File: src/rtl/stream_mux_rr_if.sv
// Stream mux handshake bundle: mode/sel control, N input channels and one output stream.
// The slave modport is the mux side; the master modport is the environment side.
interface stream_mux_rr_if #(
  parameter int unsigned N = 4,
  parameter int unsigned W = 8
);
  localparam int unsigned SW = $clog2(N);

  logic            mode;
  logic [SW-1:0]   sel;
  logic [N*W-1:0]  in_data;
  logic [N-1:0]    in_valid;
  logic [N-1:0]    in_ready;
  logic [W-1:0]    out_data;
  logic            out_valid;
  logic            out_ready;
  logic [SW-1:0]   out_chan;

  modport master (
    output mode, sel, in_data, in_valid, out_ready,
    input  in_ready, out_data, out_valid, out_chan
  );

  modport slave (
    input  mode, sel, in_data, in_valid, out_ready,
    output in_ready, out_data, out_valid, out_chan
  );
endinterface

File: src/rtl/stream_mux_rr.sv
// N-to-1 stream mux with one registered output stage, fixed or round-robin select.
// Round-robin mode and its pointer are only built when STREAM_MUX_RR_MODE_EN is defined.
module stream_mux_rr #(
  parameter int unsigned N = 4,
  parameter int unsigned W = 8
) (
  input logic            clk,
  input logic            rst,
  stream_mux_rr_if.slave bus
);
  localparam int unsigned SW = $clog2(N);

  logic [W-1:0]  out_data_q, out_data_d;
  logic [SW-1:0] out_chan_q, out_chan_d;
  logic          out_valid_q, out_valid_d;
  logic          load_en;
  logic          gnt_vld;
  logic [SW-1:0] gnt;
  logic [N-1:0]  rdy;

`ifdef STREAM_MUX_RR_MODE_EN
  logic [SW-1:0] ptr_q, ptr_d;
  int unsigned   idx;
`endif

  always_comb begin
    load_en = !rst && (!out_valid_q || bus.out_ready);
    gnt_vld = 1'b0;
    gnt     = bus.sel;
    if (32'(bus.sel) < N) gnt_vld = bus.in_valid[bus.sel];
`ifdef STREAM_MUX_RR_MODE_EN
    idx   = 0;
    ptr_d = ptr_q;
    if (bus.mode) begin
      gnt_vld = 1'b0;
      gnt     = '0;
      // first valid channel at or after ptr, wrapping modulo N
      for (int unsigned k = 0; k < N; k++) begin
        idx = (32'(ptr_q) + k) % N;
        if (!gnt_vld && bus.in_valid[idx]) begin
          gnt_vld = 1'b1;
          gnt     = SW'(idx);
        end
      end
      if (load_en && gnt_vld) ptr_d = (32'(gnt) == N - 1) ? '0 : gnt + 1'b1;
    end
`endif
  end

  always_comb begin
    rdy         = '0;
    out_valid_d = out_valid_q;
    out_data_d  = out_data_q;
    out_chan_d  = out_chan_q;
    if (load_en) begin
      if (gnt_vld) begin
        rdy[gnt]    = 1'b1;
        out_valid_d = 1'b1;
        out_data_d  = bus.in_data[32'(gnt) * W +: W];
        out_chan_d  = gnt;
      end else begin
        out_valid_d = 1'b0;
      end
    end
  end

  always_ff @(posedge clk) begin
    if (rst) begin
      out_valid_q <= 1'b0;
      out_data_q  <= '0;
      out_chan_q  <= '0;
`ifdef STREAM_MUX_RR_MODE_EN
      ptr_q       <= '0;
`endif
    end else begin
      out_valid_q <= out_valid_d;
      out_data_q  <= out_data_d;
      out_chan_q  <= out_chan_d;
`ifdef STREAM_MUX_RR_MODE_EN
      ptr_q       <= ptr_d;
`endif
    end
  end

  assign bus.in_ready  = rdy;
  assign bus.out_data  = out_data_q;
  assign bus.out_valid = out_valid_q;
  assign bus.out_chan  = out_chan_q;
endmodule

File: src/flat_wrapper.sv
// flat-port wrapper written by rule: the top's interface ports become plain ports
module stream_mux_rr_flat 
#(
  parameter int unsigned N = 4,
  parameter int unsigned W = 8
)
  (clk, rst, bus_mode, bus_sel, bus_in_data, bus_in_valid, bus_out_ready, bus_in_ready, bus_out_data, bus_out_valid, bus_out_chan);
  stream_mux_rr_if #(.N(N), .W(W)) bus_i ();
  input logic clk;
  input logic rst;
  input wire logic [$bits(bus_i.mode)-1:0] bus_mode;
  input wire logic [$bits(bus_i.sel)-1:0] bus_sel;
  input wire logic [$bits(bus_i.in_data)-1:0] bus_in_data;
  input wire logic [$bits(bus_i.in_valid)-1:0] bus_in_valid;
  input wire logic [$bits(bus_i.out_ready)-1:0] bus_out_ready;
  output wire logic [$bits(bus_i.in_ready)-1:0] bus_in_ready;
  output wire logic [$bits(bus_i.out_data)-1:0] bus_out_data;
  output wire logic [$bits(bus_i.out_valid)-1:0] bus_out_valid;
  output wire logic [$bits(bus_i.out_chan)-1:0] bus_out_chan;
  assign bus_i.mode = bus_mode;
  assign bus_i.sel = bus_sel;
  assign bus_i.in_data = bus_in_data;
  assign bus_i.in_valid = bus_in_valid;
  assign bus_i.out_ready = bus_out_ready;
  assign bus_in_ready = bus_i.in_ready;
  assign bus_out_data = bus_i.out_data;
  assign bus_out_valid = bus_i.out_valid;
  assign bus_out_chan = bus_i.out_chan;
  stream_mux_rr #(.N(N), .W(W)) u_core (.clk(clk), .rst(rst), .bus(bus_i));
endmodule
File: config.mk
export PLATFORM = sky130hd
export DESIGN_NAME = stream_mux_rr_flat
export DESIGN_NICKNAME = d
export VERILOG_FILES = /design/src/rtl/stream_mux_rr_if.sv /design/src/rtl/stream_mux_rr.sv /design/src/flat_wrapper.sv
export SDC_FILE = /design/constraint.sdc
export NUM_CORES = 1
export LEC_CHECK = 0
export CORE_MARGIN = 8
export CORE_UTILIZATION = 37
export CTS_BUF_LIST = sky130_fd_sc_hd__clkbuf_16
export DETAILED_ROUTE_END_ITERATION = 10
export GPL_TIMING_DRIVEN = 0
export MAX_ROUTING_LAYER = met4
export PLACE_DENSITY = 0.82
export SKIP_LAST_GASP = 1
export SLEW_MARGIN = 20
export SYNTH_ARGS = -nofsm -noshare
export SYNTH_HDL_FRONTEND = slang
export SYNTH_SLANG_ARGS = --single-unit
File: constraint.sdc
create_clock -name clk -period 4.45 [get_ports clk]
set_clock_uncertainty 0.15 [all_clocks]
set_input_delay 0.89 -clock clk [delete_from_list [all_inputs] [get_ports clk]]
set_output_delay 0.89 -clock clk [all_outputs]
set_load 0.01 [all_outputs]
==> results of run 1 <==
## cell type report
type / count / area [um^2]
Buffer: 9 / 46.3
Clock buffer: 3 / 75.1
Clock inverter: 1 / 3.75
Fill cell: 141 / 527
Inverter: 13 / 48.8
Multi-Input combinational cell: 46 / 477
Sequential cell: 11 / 220
Tap cell: 27 / 33.8
Timing Repair Buffer: 55 / 551
## worst max-delay path, cell delays in order
cell and delay (ns):
clkdlybuf4s50_1 0.59, mux4_2 0.59, buf_6 0.17, nand4_1 0.15, nor2_1 0.06, clkdlybuf4s50_1 0.49
## state kept, by name, indices dropped and copies added, names as in the netlist
name                  count
u_core.bus.out_data       8
u_core.bus.out_chan       2
u_core.bus.out_valid      1
## cells by family after synthesis
family,count (synthesis),synth area share
and+or+nand+nor,16,0.123
AOI/OAI and AO/OA,21,0.223
DFF,11,0.278
muxes,9,0.256
buffers and inverters,22,0.120
## layer usage
metal	part of all wire	GRT usage	vias to the layer above
met5	0	-	-
met4	0.0098	0.0684	0
met3	0.11	0.0663	2
met2	0.45	0.225	49
met1	0.43	0.156	416
li1	-	-	421
## power by group through the flow
stage	combinational, mW	clock, mW	sequential [mW]
floorplan	0.0491	0	0.114
global placement	0.110	0	0.110
detailed placement	0.113	0	0.111
CTS	0.113	0.162	0.109
global route	0.121	0.164	0.110
finish	0.112	0.158	0.109
## through the flow
stage / std cells / hold WS, ns
6_report: 165 / 0.394
5_1_grt: 165 / 0.416
4_1_cts: 165 / 0.394
3_5_place_dp: 161 / 0.388
3_3_place_gp: 161 / 0.384
2_1_floorplan: 79 / 0.400
## worst max path at each step
stage | startpoint | to | slack, ns | cells past startpoint
floorplan | bus_sel[0] | bus_in_ready[2] | 1.66 | 4
global placement | bus_sel[0] | bus_in_ready[2] | 0.48 | 6
detailed placement | bus_sel[0] | bus_in_ready[3] | 0.46 | 6
CTS | bus_sel[0] | bus_in_ready[3] | 0.45 | 6
global route | bus_out_ready | bus_in_ready[3] | 0.33 | 6
finish | bus_sel[0] | bus_in_ready[2] | 0.47 | 6
## cells in the mapped netlist
cell and instances:
inv_1 13, dfxtp_1 11, nand4_1 10, a21oi_2 9, a31o_1 9, mux4_2 9
clkbuf_1 6, nor2_1 3, a21oi_1 2, and4_1 2, a31o_2 1, buf_2 1
buf_4 1, buf_6 1, nand2b_1 1
==> qor.yml, run 1 <==
synth:
  avgSynthCellArea_um2: 10.0
  syn_area_um2: 792
  synth_top_area_frac: 0.278
  netlist_top_cells_area: "dfxtp_1 (28%), mux4_2 (26%), a21oi_2 (10%), a31o_1 (10%), nand4_1 (7.9%)"
  synth_area_leader_cell: "dfxtp_1"
  ys_seq_area_frac: 0.278
  synth_warnings: 0
  netlist_instances: 79
  synth_nets: 121
  synth_cell_types: 15
  synth-seq-cells: 11
critical_path:
  startpoint_type: "input port"
  reg2reg_depth: 4
  critPathRequiredTime_ns: 3.41
  r2r-start: "u_core.bus.out_valid$_SDFFE_PP0P_"
  reg2reg_slack_ns: 2.96
  worstPathArrival_ns: 2.94
  criticalPathCategory: "input port to output pin"
  crit_fanout: 10
  endpoint_kind: "output pin"
  rr_endpoint: "u_core.bus.out_chan[1]$_SDFFE_PP0P_"
power_and_ir_drop:
  power_density_mw_per_mm2: 261
  pwr-share-seq: 0.287
  comb_power_share: 0.296
  power.total_mw: 0.380
  p_leak_nw: 0.508
  intPower_mw: 0.293
  p_sw_mw: 0.0865
  ir_drop_mv: 0.198
  clockPowerShare: 0.417
  switching_share: 0.228
clock_network:
  cts_root_buf: "clkbuf_16"
  path_clk_slew_ns: 0.04
  cts_made_buffers: 3
  cts_resized: 0
  clk_latency_ns: 0.23
  cts_buffer_depth: 2
  ctsHoldBuffers: 0
  htree_levels: 1
  cts_sinks: 11
  post-cts-setup-buffers: 0
  tritoncts: "yes"
grt:
  grt_pass1_vias: 1009
  grt_start_max_net_pins: 11
  grtUsageTotal: 0.145
  grt-ovfl-total: 0
  grt_pass1_wl_um: 4510
  antenna_found_initial: 0
timing:
  maxSlewHeadroom: 0.548
  period_needed_ns: 3.98
  rsz0062_at_grt: "no"
  setup_ws_ns: 0.468
  tns_ns: 0
  final_hold_viol_count: 0
  setup_viol: 0
  maxSlewViolCount: 0
  worst_slew_pin_slew_ns: 0.677
  max_freq_mhz: 251
  period_share: 0.895
route:
  wire_per_inst_um: 16.7
  vias: 888
  drcViolationCount: 0
  vias_per_cell: 5.38
  dr.pass1.iters: 3
  finalWirelength_um: 2760
  drtAntennaViolNets: 0
  drtIter0Drc: 16
floorplan:
  start_util: 0.400
  io_pins: 57
  core_mm2: 0.00198
  std_cell_rows: 16
  fp.dieW_um: 62.3
  dieHeight_um: 62.3
  dieArea_mm2: 0.00388
finish:
  layout_common_cells: "clkdlybuf4s50_1 (55), inv_1 (14), dfxtp_1 (11)"
  final_common_cell: "clkdlybuf4s50_1"
  design_area_mm2: 0.00146
  drive_gt1_frac: 0.181
  num_antenna_cells: 0
  synthToLayoutAreaGrowth_pct: 83.7
  fin_util: 0.734
  fin_nets: 181
worst_hold_path:
  holdCritPathClass: "flop to flop"
  whs_endpoint: "u_core.bus.out_data[6]$_SDFFE_PP0P_"
  whs_path_depth: 3
  hp-start: "u_core.bus.out_data[6]$_SDFFE_PP0P_"
placed_design:
  io_buffer_count: 55
  pre_cts_ws_ns: 0.456
  placedInstanceArea_mm2: 0.00138
  place.gp.congestion: 0.703
  place_hpwl_um: 2370
flow_run:
  maxCapViolations: 0
status:
  status: "completed"
Note: power is estimated with default switching activity, not from simulation.
==> inputs of run 2 (changes only) <==
Settings changed: HOLD_SLACK_MARGIN from default to 0.12.
==> results of run 2 <==
The final DEF is identical to that of run 1; final timing and power are the same.
